### src/rtl/cpu_instr_issuer.sv
// Instruction issuer for the combinational CPU: queues (op, a, b) triples, drives each packed
// instruction for SETTLE cycles, samples the CPU result and returns it over valid/ready.
`timescale 1ns/1ps

module cpu_instr_issuer #(
   parameter int unsigned DEPTH  = 8,
   parameter int unsigned SETTLE = 2
) (
   input  logic                     clk,
   input  logic                     rst_n,
   input  logic                     in_valid,
   output logic                     in_ready,
   input  logic [2:0]               in_op,
   input  logic [7:0]               in_a,
   input  logic [7:0]               in_b,
   output logic [18:0]              instruction,
   input  logic [7:0]               cpu_result,
   output logic                     out_valid,
   input  logic                     out_ready,
   output logic [2:0]               out_op,
   output logic [7:0]               out_result,
   output logic                     busy,
   output logic [$clog2(DEPTH):0]   count
);

   localparam int unsigned AW = $clog2(DEPTH);
   localparam int unsigned CW = (SETTLE > 1) ? $clog2(SETTLE) : 1;

   localparam logic [AW:0]   CountOne   = (AW+1)'(1);
   localparam logic [AW:0]   CountFull  = (AW+1)'(DEPTH);
   localparam logic [AW-1:0] PtrOne     = AW'(1);
   localparam logic [CW-1:0] CntOne     = CW'(1);
   localparam logic [CW-1:0] SettleLoad = CW'(SETTLE - 1);

   typedef enum logic [1:0] {StIdle, StDrive, StHold} state_e;

   state_e         state_q, state_d;
   logic [18:0]    mem_q [DEPTH];
   logic [AW-1:0]  wr_ptr_q, rd_ptr_q;
   logic [AW:0]    count_q, count_d;
   logic [CW-1:0]  cnt_q, cnt_d;
   logic [18:0]    instr_q, instr_d;
   logic           valid_q, valid_d;
   logic [2:0]     op_q, op_d;
   logic [7:0]     res_q, res_d;
   logic           push, pop;

   assign in_ready    = (count_q != CountFull);
   assign push        = in_valid && in_ready;
   assign instruction = instr_q;
   assign out_valid   = valid_q;
   assign out_op      = op_q;
   assign out_result  = res_q;
   assign busy        = (state_q != StIdle);
   assign count       = count_q;

   always_comb begin
      state_d = state_q;
      cnt_d   = cnt_q;
      instr_d = instr_q;
      valid_d = valid_q;
      op_d    = op_q;
      res_d   = res_q;
      pop     = 1'b0;
      unique case (state_q)
         StIdle: begin
            // count_q excludes a same-edge push, so a fresh entry issues one edge later
            if (count_q != '0) begin
               pop     = 1'b1;
               cnt_d   = SettleLoad;
               state_d = StDrive;
            end
         end
         StDrive: begin
            if (cnt_q == '0) begin
               res_d   = cpu_result;
               op_d    = instr_q[18:16];
               valid_d = 1'b1;
               state_d = StHold;
            end else begin
               cnt_d = cnt_q - CntOne;
            end
         end
         StHold: begin
            if (out_ready) begin
               valid_d = 1'b0;
               if (count_q != '0) begin
                  pop     = 1'b1;
                  cnt_d   = SettleLoad;
                  state_d = StDrive;
               end else begin
                  state_d = StIdle;
               end
            end
         end
         default: state_d = StIdle;
      endcase
      if (pop) instr_d = mem_q[rd_ptr_q];
   end

   always_comb begin
      count_d = count_q;
      if (push && !pop)      count_d = count_q + CountOne;
      else if (!push && pop) count_d = count_q - CountOne;
   end

   // Storage is not reset; the pointers alone define which entries are live.
   always_ff @(posedge clk) begin
      if (push) mem_q[wr_ptr_q] <= {in_op, in_a, in_b};
   end

   always_ff @(posedge clk or negedge rst_n) begin
      if (!rst_n) begin
         state_q  <= StIdle;
         wr_ptr_q <= '0;
         rd_ptr_q <= '0;
         count_q  <= '0;
         cnt_q    <= '0;
         instr_q  <= '0;
         valid_q  <= 1'b0;
         op_q     <= '0;
         res_q    <= '0;
      end else begin
         state_q  <= state_d;
         count_q  <= count_d;
         cnt_q    <= cnt_d;
         instr_q  <= instr_d;
         valid_q  <= valid_d;
         op_q     <= op_d;
         res_q    <= res_d;
         if (push) wr_ptr_q <= wr_ptr_q + PtrOne;
         if (pop)  rd_ptr_q <= rd_ptr_q + PtrOne;
      end
   end

endmodule

### config.mk
export PLATFORM = sky130hd
export DESIGN_NAME = cpu_instr_issuer
export DESIGN_NICKNAME = d
export VERILOG_FILES = /design/src/rtl/cpu_instr_issuer.sv
export SDC_FILE = /design/constraint.sdc
export NUM_CORES = 1
export LEC_CHECK = 0
export ABC_AREA = 1
export CAP_MARGIN = 20
export CORE_AREA = 4 4 212 111
export CTS_CLUSTER_DIAMETER = 30
export DETAILED_ROUTE_END_ITERATION = 8
export DIE_AREA = 0 0 216 115
export GPL_ROUTABILITY_DRIVEN = 0
export PLACE_DENSITY_LB_ADDON = 0.1
export SYNTH_ARGS = -nofsm -noshare
export SYNTH_HDL_FRONTEND = slang
export SYNTH_SLANG_ARGS = --single-unit
### constraint.sdc
create_clock -name clk -period 3 [get_ports clk]
set_clock_uncertainty 0.1 [all_clocks]
set_input_delay 0.6 -clock clk [delete_from_list [all_inputs] [get_ports clk]]
set_output_delay 0.6 -clock clk [all_outputs]
set_load 0.01 [all_outputs]
==> results of run 1 <==
[Yosys cell counts (7+ instances only)]
cell,n,share of area
sky130_fd_sc_hd__buf_2,15,0.0090
sky130_fd_sc_hd__inv_1,126,0.057
sky130_fd_sc_hd__edfxtp_1,152,0.55
sky130_fd_sc_hd__buf_6,7,0.0095
sky130_fd_sc_hd__mux2_4,8,0.014
sky130_fd_sc_hd__nor2_1,12,0.0054
sky130_fd_sc_hd__nand2_1,261,0.12
sky130_fd_sc_hd__dfrtp_1,44,0.13
sky130_fd_sc_hd__nand3_1,117,0.070
[final cells by class]
cell class | instances | share of cell area
Clock buffer | 17 | 0.0428
Clock inverter | 15 | 0.0188
Inverter | 129 | 0.0490
Multi-Input combinational cell | 424 | 0.199
Sequential cell | 196 | 0.570
Tap cell | 300 | 0.0378
Timing Repair Buffer | 87 | 0.0821
[power breakdown]
part / switching [uW] / internal, uW
Sequential: 287 / 3560
Clock: 1130 / 1200
Combinational: 2310 / 1460
[critical path: stages, from the launching register on]
cell and delay (ns):
sky130_fd_sc_hd__dfrtp_1 0.46, sky130_fd_sc_hd__nor2_1 0.16, sky130_fd_sc_hd__nand3b_1 0.12, sky130_fd_sc_hd__clkdlybuf4s50_1 0.49
[metal layers]
| metal | vias to the layer above | track usage | part of all wire |
|---|---|---|---|
| li1 | 2643 | - | - |
| met1 | 2524 | 0.222 | 0.48 |
| met2 | 125 | 0.253 | 0.46 |
| met3 | 8 | 0.0327 | 0.060 |
| met4 | 0 | 0.0401 | 0.0075 |
| met5 | - | 0 | 0 |
[state kept, by name (all words and copies together), names as in the netlist]
register,cells
wr_ptr_q,3
mem_q,152
instruction,19
out_op,3
cnt_q,1
out_result,8
rd_ptr_q,3
state_q,2
out_valid,1
count,4
[through the flow]
step            util  setup WS (ns)  std cells  instance area (um^2)  hold slack (ns)
4_1_cts        0.463          0.617       1168                  9940            0.229
6_report       0.463          0.642       1168                  9940            0.201
2_1_floorplan      -          0.574        783                  8330            0.204
3_3_place_gp   0.435          0.347       1136                  9330            0.364
5_1_grt        0.463          0.464       1168                  9940            0.255
3_5_place_dp   0.435          0.277       1136                  9330            0.363
[kinds of logic after synthesis]
kind of cell    share of synthesized area
simple gates                        0.199
flops                               0.680
buf+inv                            0.0846
xor+xnor                          0.00421
fa+ha+maj                         0.00991
mux                                0.0185
compound gates                    0.00421
[final timing paths]
check                      startpoint              end  slack (ns)  cells after the start
min in group clk                cnt_q       state_q[0]        0.38                      2
max in group asynchronous       rst_n  instruction[11]        1.89                      2
min                             rst_n         count[0]        0.20                      1
max reg2reg                  count[1]         count[3]        0.67                     12
min reg2reg                     cnt_q       state_q[0]        0.38                      2
max                          count[1]         in_ready        0.64                      3
==> run summary, run 1 <==
### Detailed routing
- antenna violation net count after detailed routing: 0
- wire length per cell after detailed routing: 16.3 um
- initial detailed-routing violation count: 282
- per-cell via count in the routed design: 4.54
- Post-Route WL: 19,000 um
- count of unresolved DRC violations after routing: 0
- number of vias after detailed routing: 5,300
- DR pass1 iterations: 5

### GRT
- all-layer global routing usage: 0.157
- global-route wire length before repair: 29,600 um
- largest net degree at the start of global routing: 78
- grt total ovfl: 0
- via count of the first global-routing pass: 5,076
- initial antenna violation count: 0

### STA
- final count of hold timing violations: 0
- period utilization: 0.786
- top achievable clock speed: 424 MHz
- Rel. slew slack: 0.389
- Max Slew Vio Count: 0
- setup TNS after final layout: 0 ns
- Final setup violation count: 0
- setup repair after global routing missed its margin: no
- Min Clock Period, post-route: 2.36 ns
- Worst Tran Pin Value: 0.916 ns

### Finish
- layout filler cell count: 1,982
- footprint of the multi-input gates: 1980 um^2
- count of nets after finishing: 892
- most used cells in the layout excluding fill and tap cells: sky130_fd_sc_hd__nand2_1, sky130_fd_sc_hd__edfxtp_1, sky130_fd_sc_hd__inv_1
- fraction of final layout cells with drive strength greater than 1: 0.0933
- combined flip-flop and latch cell area: 5670 um^2
- commonest non-fill, non-tap cell in the layout: sky130_fd_sc_hd__nand2_1
- count of inserted antenna diode cells: 0
- area growth from synthesis to layout: 19.3%

### Worst hold path
- worst hold path type: input port to asynchronous set/reset pin

### Setup path
- category of the worst setup path capture point: output port
- CP startpoint kind: flop
- data required time at the worst endpoint: 2.30 ns
- maximum fanout along the worst path: 5
- Critical Setup Path Class: flop to output port
- arrival time reported for the critical path endpoint: 1.66 ns

### Yosys
- Yosys warnings: 0
- async set-or-reset flop fraction in the synthesized netlist: 0.224
- post-synthesis cell area: 8330 um^2
- register bit count reported by yosys: 196
- number of distinct standard cells referenced by the synthesized netlist: 25
- leading register cell type out of synthesis: sky130_fd_sc_hd__edfxtp_1
- cell count after synthesis: 783
- share of synthesized area occupied by flip-flops and latches: 0.680
- number of synthesized flops with an enable pin: 152
- number of nets produced by synthesis: 820
- per-instance average area after synthesis: 10.6 um^2

### Floorplanning
- standard cell core area: 21,400 um^2
- area of the die: 24,800 um^2
- Horiz. Die Dim: 216 um
- initial core utilization: 0.388
- Boundary Pins: 68
- # rows: 38
- height of the die: 115 um

### CTS
- source-to-sink clock delay at the later pin of the worst-skew pair: 0.43 ns
- clk sink count: 196
- TritonCTS clock tree: done
- number of clock buffers inserted by TritonCTS: 17
- number of gates given a new drive strength after cts: 0
- number of buffers inserted by post-CTS setup repair: 0
- clock transition at the register clock pins on the worst setup and hold paths after CTS: 0.08 ns
- Max Buffers Root-to-Sink: 2
- quantity of hold-fixing buffers added after cts: 0
- htree depth: 4
- root buf cell: sky130_fd_sc_hd__clkbuf_16

### Place
- HPWL after detailed placement: 10,800 um
- IO buf count: 67

### Power and ir drop
- static leakage: 0.00432 uW
- worst vdd ir: 399 uV
- areal power density over the cells: 1000 nW/um^2
- total chip power: 9960 uW

### Outcome
- status: complete, no violations

### Flow run
- maximum capacitance violations: 0

Note: power is estimated with default switching activity, not from simulation.
==> inputs of run 2 (changes only) <==
- clock period: 3 -> 2.05 ns (I/O delays scaled with it)
==> run 2 against run 1 <==
  * Die area unchanged
  * Core utilization increased by 1.6 points
  * First-iteration DRC count increased by 16%
  * Clock-buffer cell count increased by 1
  * Final area increased by 3.6%
  * Critical path type unchanged
  * Highest routed layer unchanged
==> run summary, run 2 (synthesis results as in run 1) <==
### Finish
- commonest non-fill, non-tap cell in the layout: sky130_fd_sc_hd__nand2_1
- count of inserted antenna diode cells: 0, unchanged
- flip-flop count of the largest register after layout: 152, unchanged
- most used cells in the layout excluding fill and tap cells: sky130_fd_sc_hd__nand2_1, sky130_fd_sc_hd__edfxtp_1, sky130_fd_sc_hd__inv_1
- fraction of final layout cells with drive strength greater than 1: 0.122, +0.0289
- count of nets after finishing: 916, +2.7%
- top register by number of flip-flops: mem_q
- area growth from synthesis to layout: 23.5%
- final core occ: 0.480, +0.0165

### CTS
- clk sink count: 196, unchanged
- Max Buffers Root-to-Sink: 2, unchanged
- TritonCTS clock tree: done
- source-to-sink clock delay at the later pin of the worst-skew pair: 0.44 ns, about the same
- root buf cell: sky130_fd_sc_hd__clkbuf_16
- clock transition at the register clock pins on the worst setup and hold paths after CTS: 0.07 ns, about the same
- number of clock buffers inserted by TritonCTS: 17, unchanged
- htree depth: 4, unchanged

### Floorplanning
- # rows: 38, unchanged
- initial core utilization: 0.388, unchanged
- standard cell core area: 21,400 um^2, unchanged
- Boundary Pins: 68, unchanged
- area of the die: 24,800 um^2, unchanged
- Horiz. Die Dim: 216 um, unchanged
- height of the die: 115 um, unchanged

### Power and ir drop
- static leakage: 0.00448 uW, +3.8%
- areal power density over the cells: 1460 nW/um^2, +45%
- worst vdd ir: 679 uV, +70%

### Flow run
- maximum capacitance violations: 0, unchanged

### GRT
- largest net degree at the start of global routing: 78, unchanged
- global-route wire length before repair: 30,200 um, +2.0%
- via count of the first global-routing pass: 5,280, +4.0%
- grt total ovfl: 0, unchanged
- initial antenna violation count: 0, unchanged
- all-layer global routing usage: 0.160, +0.00216

### STA
- Min Clock Period, post-route: 2.00 ns
- top achievable clock speed: 499 MHz
- Rel. slew slack: 0.579, +0.190
- Worst Tran Pin Value: 0.631 ns, -0.284 ns
- Final setup violation count: 0, unchanged
- Max Slew Vio Count: 0, unchanged
- final count of hold timing violations: 0, unchanged
- period utilization: 0.977
- setup TNS after final layout: 0 ns, unchanged

### Setup path
- Critical Setup Path Class: flop to output port
- data required time at the worst endpoint: 1.54 ns, -0.76 ns
- category of the worst setup path capture point: output port
- maximum fanout along the worst path: 4, -1
- arrival time reported for the critical path endpoint: 1.49 ns, -0.17 ns
- CP startpoint kind: flop

### Detailed routing
- number of vias after detailed routing: 5,513, +4.0%
- Post-Route WL: 19,100 um, +0.36%
- initial detailed-routing violation count: 327, +16%
- per-cell via count in the routed design: 4.63, +1.9%
- DR pass1 iterations: 5, unchanged
- count of unresolved DRC violations after routing: 0, unchanged
- antenna violation net count after detailed routing: 0, unchanged
- wire length per cell after detailed routing: 16.0 um, -1.7%

### Place
- HPWL after detailed placement: 12,000 um, +11%
- IO buf count: 67, unchanged

### Worst hold path
- worst hold path type: flop to flop

### Outcome
- status: complete, no violations

==> run 2: cell count changes in the layout (fill, tap and decap cells not counted), sizes merged <==
cell / delta
buf: +24
clkdlybuf4s50: -2
clkinvlp: -2
clkbuf: +1
dlygate4sd3: +1
dlymetal6s2s: +1
inv: +1
==> run 2: timing repair <==
| item | 4_1_cts | 5_1_grt |
|---|---|---|
| buffers inserted | 0 | 2 |
| resized for setup | 1 | 5 |
| setup endpoints to repair | 1 | 2 |
| hold endpoints to repair | 18 | 0 |
| pin swaps | 0 | 2 |
| hold buffers | 1 | 0 |
==> run 2: final cells by class <==
| cell class | count | area [um^2] |
|---|---|---|
| multi-input cells | 424 | 2020 |
| fillers | 2010 | 11200 |
| well taps | 300 | 375 |
| inverters | 129 | 487 |
| clock buffers | 18 | 429 |
| repair buffers | 111 | 1170 |
| flip-flops and latches | 196 | 5670 |
| clock inverters | 14 | 140 |
==> run 2: stage by stage <==
stage / std cells / hold slack [ns] / instance area, um^2 / power [uW] / setup slack [ns]
2_1_floorplan: 783 / 0.0144 / 8370 / 9340 / -0.182
3_3_place_gp: 1157 / 0.347 / 9690 / 11700 / -0.332
3_5_place_dp: 1157 / 0.349 / 9690 / 11800 / -0.337
4_1_cts: 1190 / 0.387 / 10300 / 15100 / 0.00488
5_1_grt: 1192 / 0.403 / 10300 / 16000 / -0.0130
6_report: 1192 / 0.382 / 10300 / 15000 / 0.0478
==> run 2: path summary, 6_finish.rpt <==
kind	start	endpoint	slack, ns	cells past startpoint
max in group asynchronous	rst_n	out_result[6]	0.76	3
min reg2reg	instruction[4]	instruction[4]	0.38	2
max	count[1]	count[1]	0.05	2
min	instruction[4]	instruction[4]	0.38	2
min in group asynchronous	rst_n	wr_ptr_q[1]	0.43	2
max reg2reg	count[0]	count[3]	0.13	12
==> run 2: power breakdown <==
part	total [uW]	internal [uW]	switching (uW)	leakage (uW)
Combinational	6070	2560	3510	0.00230
Clock	3310	1720	1600	0.000277
Sequential	5600	5220	385	0.00191
==> run 2: worst max-delay path, stage by stage, from the launching register on <==
cell	delay, ns
sky130_fd_sc_hd__dfrtp_2	0.39
sky130_fd_sc_hd__buf_4	0.14
sky130_fd_sc_hd__clkdlybuf4s50_1	0.54
==> run 2: metal layers <==
metal  track usage  vias up  part of all wire
li1              -     2706                 -
met1         0.232     2669              0.50
met2         0.246      123              0.44
met3        0.0312       15             0.050
met4        0.0469        0            0.0085
met5             0        -                 0
